**src/rtl/ahb_pkg.sv**
```systemverilog
// Shared AHB-Lite encodings and the initiator state type.
// Also holds the helpers that normalise beat counts and pick HBURST.
package ahb_pkg;

   localparam logic [1:0] HTRANS_IDLE   = 2'b00;
   localparam logic [1:0] HTRANS_NONSEQ = 2'b10;
   localparam logic [1:0] HTRANS_SEQ    = 2'b11;

   localparam logic [2:0] HBURST_SINGLE = 3'b000;
   localparam logic [2:0] HBURST_INCR   = 3'b001;
   localparam logic [2:0] HBURST_INCR4  = 3'b011;

   localparam logic [2:0] HSIZE_WORD    = 3'b010;
   localparam logic [3:0] HPROT_DATA    = 4'b0011;

   localparam logic [1:0] HRESP_OKAY    = 2'b00;
   localparam logic [1:0] HRESP_ERROR   = 2'b01;

   typedef enum logic [2:0] {IDLE, ADDR, XFER, LAST, ERR} master_state_t;

   // Zero means one beat; anything above the limit is cut down to the limit.
   function automatic logic [2:0] clamp_beats(input logic [2:0] beats, input int unsigned max_beats);
      logic [2:0] lim;
      lim = 3'(max_beats);
      if (beats == 3'd0) begin
         return 3'd1;
      end else if (beats > lim) begin
         return lim;
      end else begin
         return beats;
      end
   endfunction

   function automatic logic [2:0] burst_code(input logic [2:0] beats);
      if (beats == 3'd1) begin
         return HBURST_SINGLE;
      end else if (beats == 3'd4) begin
         return HBURST_INCR4;
      end else begin
         return HBURST_INCR;
      end
   endfunction

endpackage

```
**src/rtl/ahb_beat_ctr.sv**
```systemverilog
// Beat bookkeeping for an incrementing word burst: current word address and beats left.
// 'last' flags that the address currently presented is the final one of the burst.
module ahb_beat_ctr #(
   parameter int ADDR_W = 32,
   parameter int CNT_W  = 3
) (
   input  logic              HCLK,
   input  logic              HRESETn,
   input  logic              load,
   input  logic [ADDR_W-1:0] load_addr,
   input  logic [CNT_W-1:0]  load_beats,
   input  logic              step,
   output logic [ADDR_W-1:0] addr,
   output logic              last
);

   logic [ADDR_W-1:0] addr_reg;
   logic [CNT_W-1:0]  cnt_reg;

   always_ff @(posedge HCLK or negedge HRESETn) begin
      if (!HRESETn) begin
         addr_reg <= '0;
         cnt_reg  <= '0;
      end else if (load) begin
         // Word aligned: the byte-lane bits of the start address are dropped.
         addr_reg <= load_addr & ~ADDR_W'(3);
         cnt_reg  <= load_beats;
      end else if (step) begin
         addr_reg <= addr_reg + ADDR_W'(4);
         if (cnt_reg != '0) begin
            cnt_reg <= cnt_reg - CNT_W'(1);
         end
      end
   end

   assign addr = addr_reg;
   assign last = (cnt_reg == CNT_W'(1));

endmodule

```
**src/rtl/ahb_lite_master.sv**
```systemverilog
// AHB-Lite initiator: turns one local command into a single or incrementing word burst,
// overlapping each address phase with the previous data phase.
module ahb_lite_master
   import ahb_pkg::*;
#(
   parameter int ADDR_W    = 32,
   parameter int DATA_W    = 32,
   parameter int MAX_BEATS = 4
) (
   input  logic              HCLK,
   input  logic              HRESETn,
   input  logic              cmd_valid,
   output logic              cmd_ready,
   input  logic              cmd_write,
   input  logic [ADDR_W-1:0] cmd_addr,
   input  logic [2:0]        cmd_beats,
   input  logic [DATA_W-1:0] wr_data,
   output logic              wr_data_req,
   output logic [DATA_W-1:0] rd_data,
   output logic              rd_valid,
   output logic              done,
   output logic              error,
   output logic [ADDR_W-1:0] HADDR,
   output logic [1:0]        HTRANS,
   output logic              HWRITE,
   output logic [2:0]        HSIZE,
   output logic [2:0]        HBURST,
   output logic [3:0]        HPROT,
   output logic [DATA_W-1:0] HWDATA,
   input  logic [DATA_W-1:0] HRDATA,
   input  logic              HREADY,
   input  logic [1:0]        HRESP
);

   master_state_t     state_reg, state_next;
   logic              hwrite_reg;
   logic [2:0]        hburst_reg;
   logic [DATA_W-1:0] hwdata_reg;
   logic [DATA_W-1:0] rd_data_reg;
   logic              rd_valid_reg;
   logic              done_reg, done_next;
   logic              error_reg, error_next;
   logic              dp_pending_reg;
   logic              err_seen_reg;

   logic              accept;
   logic              addr_phase;
   logic              addr_accept;
   logic              data_done;
   logic              hresp_err;
   logic              ctr_last;
   logic [2:0]        beats_eff;

   assign accept      = cmd_valid && (state_reg == IDLE);
   assign addr_phase  = (state_reg == ADDR) || (state_reg == XFER);
   assign addr_accept = addr_phase && HREADY;
   assign data_done   = dp_pending_reg && HREADY;
   assign hresp_err   = (HRESP == HRESP_ERROR);
   assign beats_eff   = clamp_beats(cmd_beats, MAX_BEATS);

   ahb_beat_ctr #(
      .ADDR_W (ADDR_W),
      .CNT_W  (3)
   ) u_beat_ctr (
      .HCLK       (HCLK),
      .HRESETn    (HRESETn),
      .load       (accept),
      .load_addr  (cmd_addr),
      .load_beats (beats_eff),
      .step       (addr_accept),
      .addr       (HADDR),
      .last       (ctr_last)
   );

   always_comb begin
      state_next = state_reg;
      done_next  = 1'b0;
      error_next = 1'b0;
      case (state_reg)
         IDLE: begin
            if (accept) state_next = ADDR;
         end
         ADDR: begin
            if (HREADY) state_next = ctr_last ? LAST : XFER;
         end
         XFER: begin
            // First cycle of a two-cycle ERROR: drop the pending address next cycle.
            if (hresp_err && !HREADY) begin
               state_next = ERR;
            end else if (HREADY && ctr_last) begin
               state_next = LAST;
            end
         end
         LAST: begin
            if (hresp_err && !HREADY) begin
               state_next = ERR;
            end else if (HREADY) begin
               state_next = IDLE;
               done_next  = 1'b1;
               error_next = err_seen_reg || hresp_err;
            end
         end
         ERR: begin
            if (HREADY) begin
               state_next = IDLE;
               done_next  = 1'b1;
               error_next = 1'b1;
            end
         end
         default: state_next = IDLE;
      endcase
   end

   always_ff @(posedge HCLK or negedge HRESETn) begin
      if (!HRESETn) begin
         state_reg      <= IDLE;
         hwrite_reg     <= 1'b0;
         hburst_reg     <= HBURST_SINGLE;
         hwdata_reg     <= '0;
         rd_data_reg    <= '0;
         rd_valid_reg   <= 1'b0;
         done_reg       <= 1'b0;
         error_reg      <= 1'b0;
         dp_pending_reg <= 1'b0;
         err_seen_reg   <= 1'b0;
      end else begin
         state_reg    <= state_next;
         done_reg     <= done_next;
         error_reg    <= error_next;
         rd_valid_reg <= data_done && !hwrite_reg && !hresp_err;
         if (accept) begin
            hwrite_reg   <= cmd_write;
            hburst_reg   <= burst_code(beats_eff);
            err_seen_reg <= 1'b0;
         end else if (data_done && hresp_err) begin
            err_seen_reg <= 1'b1;
         end
         if (HREADY) begin
            dp_pending_reg <= addr_accept;
         end
         if (addr_accept && hwrite_reg) begin
            hwdata_reg <= wr_data;
         end
         if (data_done && !hwrite_reg && !hresp_err) begin
            rd_data_reg <= HRDATA;
         end
      end
   end

   always_comb begin
      HTRANS = HTRANS_IDLE;
      case (state_reg)
         ADDR:    HTRANS = HTRANS_NONSEQ;
         XFER:    HTRANS = HTRANS_SEQ;
         default: HTRANS = HTRANS_IDLE;
      endcase
   end

   assign cmd_ready   = (state_reg == IDLE);
   assign wr_data_req = addr_accept && hwrite_reg;
   assign HWRITE      = hwrite_reg;
   assign HSIZE       = HSIZE_WORD;
   assign HBURST      = hburst_reg;
   assign HPROT       = HPROT_DATA;
   assign HWDATA      = hwdata_reg;
   assign rd_data     = rd_data_reg;
   assign rd_valid    = rd_valid_reg;
   assign done        = done_reg;
   assign error       = error_reg;

endmodule

```
**config.mk**
```make
export PLATFORM = sky130hd
export DESIGN_NAME = ahb_lite_master
export DESIGN_NICKNAME = d
export VERILOG_FILES = /design/src/rtl/ahb_pkg.sv /design/src/rtl/ahb_beat_ctr.sv /design/src/rtl/ahb_lite_master.sv
export SDC_FILE = /design/constraint.sdc
export NUM_CORES = 1
export LEC_CHECK = 0
export ABC_AREA = 1
export BUFFER_PORTS_ARGS = -buffer_cell sky130_fd_sc_hd__buf_2
export CAP_MARGIN = 20
export CORE_MARGIN = 2
export CORE_UTILIZATION = 38
export DETAILED_ROUTE_END_ITERATION = 16
export PLACE_DENSITY = 0.75
export SYNTH_ARGS = -nofsm -noshare
export SYNTH_HDL_FRONTEND = slang
export SYNTH_SLANG_ARGS = --single-unit
```
**constraint.sdc**
```tcl
create_clock -name HCLK -period 2.09 [get_ports HCLK]
set_clock_uncertainty 0.15 [all_clocks]
set_input_delay 0.1045 -clock HCLK [delete_from_list [all_inputs] [get_ports HCLK]]
set_output_delay 0.1045 -clock HCLK [all_outputs]
set_load 0.05 [all_outputs]
```
==> results_dict.tcl <==
set metrics [dict create \
    clock_latency_ns 0.35 \
    power_density_nw_per_um2 1610 \
    hold_path.class "in -> reg" \
    gr-total-overflow 0 \
    yosysWarnings 0 \
    power_frac_clock_pct 14.0 \
    finalNetCount 1163 \
    place_area_um2 6710 \
    core_um2 14400 \
    synth-xor-area-share_pct 1.11 \
    setup_viol 0 \
    seq_area_frac_synth_pct 49.1 \
    fmax_ghz 0.501 \
    place_congestion 0.819 \
    vias 5819 \
    muxShareOfSynthArea_pct 0 \
    drv_slew 0 \
    drive_above_1_share_pct 24.6 \
    ioPinCount 220 \
    grt_pass1_wl_um 27800 \
    pwr-share-comb_pct 57.0 \
    track_usage_pct 21.8 \
    final_antenna_net_count 0 \
    worst_setup_path_start_kind "flip-flop" \
    synth_seq_cells 108 \
    cts_max_path_buffers 2 \
    setup_tns_ns 0 \
    syn_inst 747 \
    drt_iter0_drc 265 \
    path_class "reg -> out" \
    initial_utilization_pct 38.3 \
    clock-sinks 108 \
    max-cap-violations 0 \
    areaGrowthSynthToFinish_pct 46.2 \
    final_cells 1242 \
    wl_um 16700 \
    synth_area_per_cell_um2 7.37 \
    seq_power_share_pct 29.0 \
    wl_per_cell_um 13.4 \
    final_cell_mix "nand2_1, buf_2, dfrtp_1" \
    via_per_inst 4.69 \
    final_common_cell "nand2_1" \
    power.leakage_uw 0.00438 \
    numPortBuffers 207 \
    power.internal_uw 5820 \
    cts_root_buffer "clkbuf_16" \
    placementRows 44 \
    antenna_found_initial 0 \
    first_pass_iters 5 \
    dp_cells 1124 \
    power.switching_uw 7120 \
    antennaDiodeCount 0 \
    clkSlewWorstSetupHoldPaths_ns 0.07 \
    grt_pass1_vias 5836 \
    tightest_slew_ns 0.623 \
    synth_simple_gate_area_share_pct 36.8 \
    dp_hpwl_um 10800 \
    switching_share_pct 55.0 \
    status "finished clean" \
    slew_headroom_pct 58.3 \
    htreeDepth 3 \
    endpoint_kind "primary output" \
    die_x_um 124 \
    crit_path_max_fanout 17 \
    drc_errors 0 \
    synth-compound-area-share_pct 4.50 \
    synth_area_um2 5510 \
    fin_crit_sh_pct 95.5 \
    grt_setup_unrepaired "yes" \
    fin_crit_ns 2.00 \
    cts_buffers 9 \
    finalHoldViolations 0 \
    final_cell_area_um2 8050 \
    cts_tree "done" \
    arrival_ns 1.74 \
    synthAdderAreaFrac_pct 0.908 \
    fp.dieH_um 124 \
    peakVddDrop_mv 0.922 \
    final_util_pct 56.0 \
    fin_hold_ws_ns 0.0708 \
    ys_types 36 \
    critPathRequiredTime_ns 1.84 \
    grt_max_degree 67 \
    synth_top_family_by_area "simple AND/OR/NAND/NOR gates" \
    die-area_um2 15500 \
]
## repair_timing
action | 4_1_cts | 5_1_grt
hold endpoints to repair | 212 | 0
pin swaps | 0 | 0
setup endpoints to repair | 1 | 6
resized for setup | 1 | 2
hold buffers | 102 | 0
buffers inserted | 0 | 0
## power by group through the flow
stage	Clock [uW]	Combinational, uW	Sequential (uW)
floorplan	0	2560	6620
global placement	0	7110	3730
detailed placement	0	7220	3760
CTS	1850	7390	3730
global route	1940	7930	3870
finish	1810	7380	3750
## layer usage
layer	track usage (%)	part of all wire [%]	wire [um]	up-vias
met4	7.20	1.8	308	0
met1	26.7	42	7070	2640
li1	-	-	-	2901
met3	4.34	7.0	1160	28
met5	0	0	0	-
met2	38.3	49	8130	250
## logic make-up (layout without fill, tap and decap cells)
kind of cell / count (synthesis) / after routing
AO/OA/AOI/OAI: 43 / 43
buffers and inverters: 83 / 386
AND/OR/NAND/NOR: 500 / 500
XOR/XNOR: 7 / 7
flip-flops: 108 / 108
other: 2 / 10
adder cells (fa/ha/maj): 4 / 4
## worst max-delay path, cell delays in order, from the launching register on
cell,delay (ns)
dfrtp_1,0.41
inv_2,0.13
nand3_4,0.13
a21oi_4,0.20
nand2_2,0.10
inv_4,0.18
buf_4,0.24
## final cells by class
| cell class | instances | area, um^2 |
|---|---|---|
| fillers | 1271 | 6320 |
| flip-flops and latches | 108 | 2700 |
| multi-input cells | 564 | 2430 |
| repair buffers | 320 | 2180 |
| well taps | 184 | 230 |
| clock buffers | 9 | 225 |
| inverters | 50 | 190 |
| clock inverters | 7 | 87.6 |
## stage by stage
stage / worst slack [ns] / total power (uW)
after global placement: 0.224 / 10800
after floorplan: 0.0599 / 9180
after CTS: 0.0503 / 13000
after detailed placement: 0.164 / 11000
final: 0.0945 / 12900
after global routing: -0.0539 / 13700
## worst paths after layout
check | start | to | slack, ns | cells past startpoint
max | state_reg[2] | wr_data_req | 0.09 | 6
min | HRESP[0] | err_seen_reg | 0.07 | 5
max reg2reg | u_beat_ctr.addr[3] | u_beat_ctr.addr[22] | 0.12 | 10
min reg2reg | rd_data[6] | rd_data[6] | 0.32 | 2
max in group asynchronous | HRESETn | rd_data[6] | 0.62 | 3
min in group asynchronous | HRESETn | rd_data[16] | 0.18 | 3
## cells in the mapped netlist, drive strengths merged
cell type	instances	area share (%)
a21oi	11	1.2
o2111ai	1	0.16
xnor2	5	0.79
nand4	2	0.23
xor2	2	0.32
nand3b	3	0.64
a31oi	2	0.23
nand3	39	3.8
nor2	69	5.1
conb	2	0.14
ha	4	0.91
nor3	5	0.55
buf	33	4.0
and2	2	0.23
dfrtp	108	49
inv	49	3.3
nand2	377	26
o211ai	2	0.27
o32ai	1	0.16
o22ai	2	0.23
a311oi	1	0.16
or2	3	0.34
clkinv	1	0.091
o21ai	23	2.1
Power figures use the tool's default switching activity.
